===== src/rtl/instr_fetch_queue.sv =====
// instr_fetch_queue: issues in-order word fetches for the current pc and queues {pc, instr} for decode
`ifndef REG_LEN
`define REG_LEN 32
`endif

module instr_fetch_queue #(
    parameter int DEPTH   = 4,
    parameter int REG_LEN = `REG_LEN
) (
    input  logic               clk,
    input  logic               rst,
    input  logic [REG_LEN-1:0] pc,
    input  logic               flush,
    output logic               pc_advance,
    output logic               mem_req_valid,
    input  logic               mem_req_ready,
    output logic [REG_LEN-1:0] mem_req_addr,
    input  logic               mem_rsp_valid,
    input  logic [REG_LEN-1:0] mem_rsp_data,
    output logic               out_valid,
    input  logic               out_ready,
    output logic [REG_LEN-1:0] out_instr,
    output logic [REG_LEN-1:0] out_pc,
    output logic               out_misalign
);
    localparam int AW = $clog2(DEPTH);
    localparam int CW = AW + 1;
    localparam logic [CW:0] CREDITS = DEPTH[CW:0];

    typedef enum logic {RUN, DRAIN} state_t;

    state_t             state;
    logic [CW-1:0]      count, inflight, stale, stale_next;
    logic [AW-1:0]      wr_ptr, rd_ptr, pq_wr, pq_rd;
    logic [REG_LEN-1:0] pq [DEPTH];
    logic [REG_LEN-1:0] fifo_pc [DEPTH];
    logic [REG_LEN-1:0] fifo_instr [DEPTH];
    logic               fifo_mis [DEPTH];
    logic               accept, rsp_hit, push, pop;

    assign mem_req_valid = !rst && state == RUN && !flush &&
                           ({1'b0, count} + {1'b0, inflight} < CREDITS);
    assign accept        = mem_req_valid && mem_req_ready;
    assign pc_advance    = accept;
    assign mem_req_addr  = mem_req_valid ? {pc[REG_LEN-1:2], 2'b00} : '0;
    assign rsp_hit       = mem_rsp_valid && inflight != '0;
    assign push          = !rst && !flush && state == RUN && rsp_hit;
    assign out_valid     = count != '0 && !flush;
    assign pop           = out_valid && out_ready;
    assign out_pc        = out_valid ? fifo_pc[rd_ptr] : '0;
    assign out_instr     = out_valid ? fifo_instr[rd_ptr] : '0;
    assign out_misalign  = out_valid && fifo_mis[rd_ptr];
    assign stale_next    = inflight - CW'(rsp_hit);

    // Control: occupancy, request credits, drain bookkeeping and queue pointers
    always_ff @(posedge clk) begin
        if (rst) begin
            state    <= RUN;
            count    <= '0;
            inflight <= '0;
            stale    <= '0;
            wr_ptr   <= '0;
            rd_ptr   <= '0;
            pq_wr    <= '0;
            pq_rd    <= '0;
        end else if (flush) begin
            state    <= stale_next != '0 ? DRAIN : RUN;
            count    <= '0;
            inflight <= stale_next;
            stale    <= stale_next;
            wr_ptr   <= '0;
            rd_ptr   <= '0;
            pq_wr    <= '0;
            pq_rd    <= '0;
        end else if (state == DRAIN) begin
            if (rsp_hit) begin
                stale    <= stale - 1'b1;
                inflight <= inflight - 1'b1;
                state    <= stale == CW'(1) ? RUN : DRAIN;
            end
        end else begin
            count    <= count + CW'(push) - CW'(pop);
            inflight <= inflight + CW'(accept) - CW'(rsp_hit);
            if (accept) pq_wr <= pq_wr + AW'(1);
            if (push) begin
                wr_ptr <= wr_ptr + AW'(1);
                pq_rd  <= pq_rd + AW'(1);
            end
            if (pop) rd_ptr <= rd_ptr + AW'(1);
        end
    end

    // Storage: pending pcs and FIFO payload, written only while running
    always_ff @(posedge clk) begin
        if (accept) pq[pq_wr] <= pc;
        if (push) begin
            fifo_pc[wr_ptr]    <= pq[pq_rd];
            fifo_instr[wr_ptr] <= mem_rsp_data;
            fifo_mis[wr_ptr]   <= pq[pq_rd][1:0] != 2'b00;
        end
    end

    // A response with nothing in flight is a memory protocol violation and is otherwise ignored
    ap_rsp_in_flight: assert property (@(posedge clk) disable iff (rst) mem_rsp_valid |-> inflight != '0);

endmodule


===== config.mk =====
export PLATFORM = sky130hd
export DESIGN_NAME = instr_fetch_queue
export DESIGN_NICKNAME = d
export VERILOG_FILES = /design/src/rtl/instr_fetch_queue.sv
export SDC_FILE = /design/constraint.sdc
export NUM_CORES = 1
export LEC_CHECK = 0
export CORE_MARGIN = 1
export CORE_UTILIZATION = 54
export DETAILED_ROUTE_END_ITERATION = 10
export HOLD_SLACK_MARGIN = 0.02
export PLACE_DENSITY = 0.89
export SYNTH_ARGS = -nofsm -noshare
export SYNTH_HDL_FRONTEND = slang
export SYNTH_SLANG_ARGS = --single-unit

===== constraint.sdc =====
create_clock -name clk -period 9.39 [get_ports clk]
set_input_delay 1.878 -clock clk [delete_from_list [all_inputs] [get_ports clk]]
set_output_delay 1.878 -clock clk [all_outputs]
set_load 0.05 [all_outputs]

# Word-level counts from Yosys, hierarchy flattened
# Memory sizes are Yosys's and may differ from the RTL's. A register that Yosys moved wholly into a read port is not among the register bits.
# Cells that the tools add are included.
dict set report word_totals {
  regBits 18
  ramBits 388
  inputBits 70
  output_inout_bits 100
  word_cells 78
  mem_count 4
}
# memory depth word_bits rd rd_ports_with_merged_regs write_ports line_no
set mem_list {}
lappend mem_list {fifo_instr 4 32 1 1 1 37} ;# logic [REG_LEN-1:0] fifo_instr [DEPTH];
lappend mem_list {fifo_pc 4 32 1 1 1 36} ;# logic [REG_LEN-1:0] fifo_pc [DEPTH];
lappend mem_list {pq 4 32 1 1 1 35} ;# logic [REG_LEN-1:0] pq [DEPTH];
lappend mem_list {fifo_mis 4 1 1 1 1 38} ;# logic fifo_mis [DEPTH];
dict set report op_classes {
  add_sub_neg 12
  order_cmp 1
  n_eq_ne 2
  n_mux 26
  bitwise 1
  n_reduce_logical 24
}
# op count
set ops {}
lappend ops {{$mux 32} 3}
lappend ops {{$mux 3} 6}
lappend ops {{$mux 2} 8}
lappend ops {{$logic_and 1x1->1} 11}
lappend ops {{$mux 1} 9}
lappend ops {{$reduce_bool 3->1} 3}
lappend ops {{$sub 3x1->3} 3}
lappend ops {{$add 2x1->2 const B} 4}
lappend ops {{$reduce_and 2->1} 4}
lappend ops {{$add 3x1->3} 2}
lappend ops {{$reduce_bool 2->1} 3}
lappend ops {{$sub 3x1->3 const B} 2}
lappend ops {{$add 3x3->4} 1}
lappend ops {{$lt 4x3->1 const B} 1}
lappend ops {{$eq 3x1->1 const B} 1}
lappend ops {{$ne 3x2->1 const B} 1}
lappend ops {{$logic_not 1->1} 2}
lappend ops {{$reduce_or 2->1} 1}
lappend ops {{$not 1->1} 1}

# Logic depth before layout (Yosys ltp)
dict set report logic_depth {
  ltp_word 9
  depth_mapped 14
  depth_no_buf 13
}

# Worst setup path after synthesis
# Ideal clock, no wire load.
dict set report synth_timing {
  path_type {input to output}
  start {input rst}
  end {output mem_req_addr[22]}
  arrival_time_ps 3252
  required_ps 7512
  slack_ps 4260
  path_stages 5
  path_buffers 2
  path_cell_list {buf_2 > nor3_4 > and3_1 > buf_2 > and2_1}
}
dict set report synth_between {
  elab_chain_cells 5
}
# element line_no
set synth_lines {}
lappend synth_lines {{from (decl)} 11} ;# input logic rst,
lappend synth_lines {{$logic_not 1->1} 41} ;# assign mem_req_valid = !rst && state == RUN && !flush &&
lappend synth_lines {{$logic_and 1x1->1 (3 in series)} 41}
lappend synth_lines {{via mem_req_valid} 15} ;# output logic mem_req_valid,
lappend synth_lines {{$mux 32} 45} ;# assign mem_req_addr = mem_req_valid ? {pc[REG_LEN-1:2], 2'b00} : '0;
lappend synth_lines {{to (decl)} 17} ;# output logic [REG_LEN-1:0] mem_req_addr,
# The timed path passes the listed nets, and every way through them passes these cells.

# Worst setup path after layout
dict set report layout_timing {
  start {input flush}
  end {output mem_req_addr[28]}
}
dict set report layout_between {
  elab_chain_cells 4
}
# element line_no
set layout_lines {}
lappend layout_lines {{from (decl)} 13} ;# input logic flush,
lappend layout_lines {{$logic_not 1->1} 41}
lappend layout_lines {{$logic_and 1x1->1 (2 in series)} 41}
lappend layout_lines {{$mux 32} 45}
# Every way passes these cells.

==> summary.txt <==
P_int: 3.18 mW
I/O Pins: 170
Yosys Warn Count: 0
share of cells above drive strength 1: 17.7%
Logic pwr share: 8.8%
Post-synth ARST share: 0%
Worst Path Required: 7.51 ns
Longest Clk Path Bufs: 3
CP Capture Type: output port
Clock Power Share: 40.0%
layout net count: 1037
CTS tree: done
initial antenna violation count: 2
CTS H-Tree Depth: 2
FMAX: 0.145 GHz
via count: 7650
hold slack: 0.465 ns
DR vias/cell: 5.61
clock latency on the worst-skew pair: 0.53 ns
post-synthesis register bit count: 410
fillers: 1775
Die W: 174 um
largest net degree at the start of global routing: 66
Total GRT Usage: 20.3%
commonest non-fill, non-tap cell in the layout: edfxtp_1
Area after DPL: 0.0180 sq mm
Initial Utilization: 55.5%
GPL Wtd Cong: 0.733
CTS resizes: 0
CP arrival: 5.02 ns
power share of the sequential group: 51.2%
clock root buffer: clkbuf_16
final worst slack: 2.50 ns
Post-Syn Area per Cell: 20.8 sq um
Lkg Pwr: 6.12 nW
CTS buffer count: 42
status: finished, final reports clean
global route overflow: 0
Layout Skew: 0.0189 ns
post-synthesis cell area: 0.0161 sq mm
DRC viols: 0
Synth Instances: 771
DR iter-0 viols: 690
CP max FO: 31
die area: 0.0304 sq mm
CP Cell Sequence: clkdlybuf4s50_1 > nor3_4 > and3_1 > and2_1 > clkdlybuf4s50_1
final WL: 29900 um
synth top area cells: edfxtp_1, mux4_2, and2_1
WL met3: 1960 um
Post-DRT Antenna Nets: 0
routed wire length per instance: 21.9 um
Startpoint Class: input pin
Routed met1 length: 12000 um
Synth top area share: 72.6%
Post-CTS Hold Fix Bufs: 0
Crit path buffers/inverters: 2
Max transition margin: 27.8%
WS Path Type: input pin to output port
most frequent cells in the layout: edfxtp_1, clkdlybuf4s50_1, mux4_2, and2_1, clkbuf_16
family with the most delay on the worst path: buffers and inverters
IO buf count: 167
Area growth, synth to finish: 20.6%
Final Cycle Share: 73.4%
post-place setup slack: 2.55 ns
sequential cell area fraction in the yosys report: 75.3%
Post-synth EDFFs: 388
RSZ-0062 raised after global routing: false
max cap viols: 0
1st-pass router iterations: 4
Max stage delay cell, worst path: and3_1
WL met2: 15300 um
Slew @ Worst Pin: 1.08 ns
PwrDens: 210 mW/mm^2
Clk pin slew, worst setup/hold paths: 0.06 ns
first-pass GRT wire length: 46300 um
DP HPWL: 16300 um
minimum clock period: 6.89 ns
# rows: 62
clock sinks: 410
HP Class: flip-flop to flip-flop
Final setup viols: 0
number of global-route vias before repair: 8117
CP max stage delay: 0.89 ns
final hold vios: 0
CP most frequent cell: clkdlybuf4s50_1
sw power: 878 uW
largest area contributor in the synthesized netlist: edfxtp_1
Die Ht: 174 um
Peak VDD IR: 0.225 mV
synth unique cells: 43
core outline area: 0.0289 sq mm
Net Sw Frac: 21.6%
Post-CTS Setup Inserts: 0
fin. max-slew vios: 0
top routing layer used: met4
dominant register cell in the synthesized netlist: edfxtp_1
Pwr Total: 4.06 mW
setup TNS: 0 ns
final instance area: 0.0194 sq mm
worst paths after layout:
| path | start | endpoint | slack [ns] | depth (start not counted) |
|---|---|---|---|---|
| worst max-delay path | flush | mem_req_addr[28] | 2.50 | 5 |
| worst min-delay path | pq_rd[1] | flip-flop | 0.46 | 1 |
| worst max register to register | inflight[1] | count[2] | 6.27 | 14 |
| worst min register to register | pq_rd[1] | flip-flop | 0.46 | 1 |
stage by stage:
step	cells	utilization, %
2_1_floorplan	772	-
3_3_place_gp	1285	62.2
3_5_place_dp	1285	62.2
4_1_cts	1361	66.9
5_1_grt	1362	66.9
6_report	1363	66.9
cells by family after synthesis:
family,Yosys count,share of synthesized area [%]
mux,100,13.8
simple gates,149,5.59
buf+inv,58,2.03
xor+xnor,11,0.600
fa+ha+maj,22,1.81
flops,410,75.3
compound gates,20,0.834
other cells,1,0.0234
power groups by stage:
stage	Combinational (mW)	Clock, mW	Sequential, mW
2_1_floorplan	0.245	0	2.11
3_3_place_gp	0.346	0	2.12
3_5_place_dp	0.357	0	2.12
4_1_cts	0.359	1.65	2.08
5_1_grt	0.388	1.72	2.08
6_report	0.357	1.62	2.08
routing by layer:
metal,global-route usage (%),vias to the layer above
met5,0,-
met4,5.99,0
met3,3.57,47
met2,35.4,279
met1,26.1,3914
li1,-,3410
registers in the layout, summed over array words and instances, names as in the netlist, named ones only:
name,cells
inflight,3
pq_wr,2
pq,128
fifo_instr,128
rd_ptr,2
stale,3
fifo_pc,128
state,1
pq_rd,2
fifo_mis,4
count,3
wr_ptr,2
area by class of cell:
type	count	area, sq um	area share [%]
clock buffer	57	1130	5.83
sequential	410	12100	62.5
multi-input combinational	304	3660	18.9
antenna	2	5.00	0.0259
tap	384	480	2.48
inverter	16	60.1	0.310
timing repair buffer	171	1700	8.79
clock inverter	19	218	1.12
cells in the mapped netlist, types with 2 or more instances:
library cell and instances:
mux2i_1 3, o21ai_0 3, a311oi_1 2, nor2_1 15
and2_1 101, xor2_1 4, xnor2_1 7, nor3_1 3
or2_2 2, nand3b_1 3, buf_2 18, fa_1 2
mux4_2 97, ha_1 20, clkbuf_1 8, clkbuf_2 2
edfxtp_1 388, inv_1 16, nand2_1 7, o31ai_1 3
buf_4 4, buf_6 9, nand3_1 4, dfxtp_1 22
and3_1 5, a21oi_1 6
(Power assumes the default switching activity.)
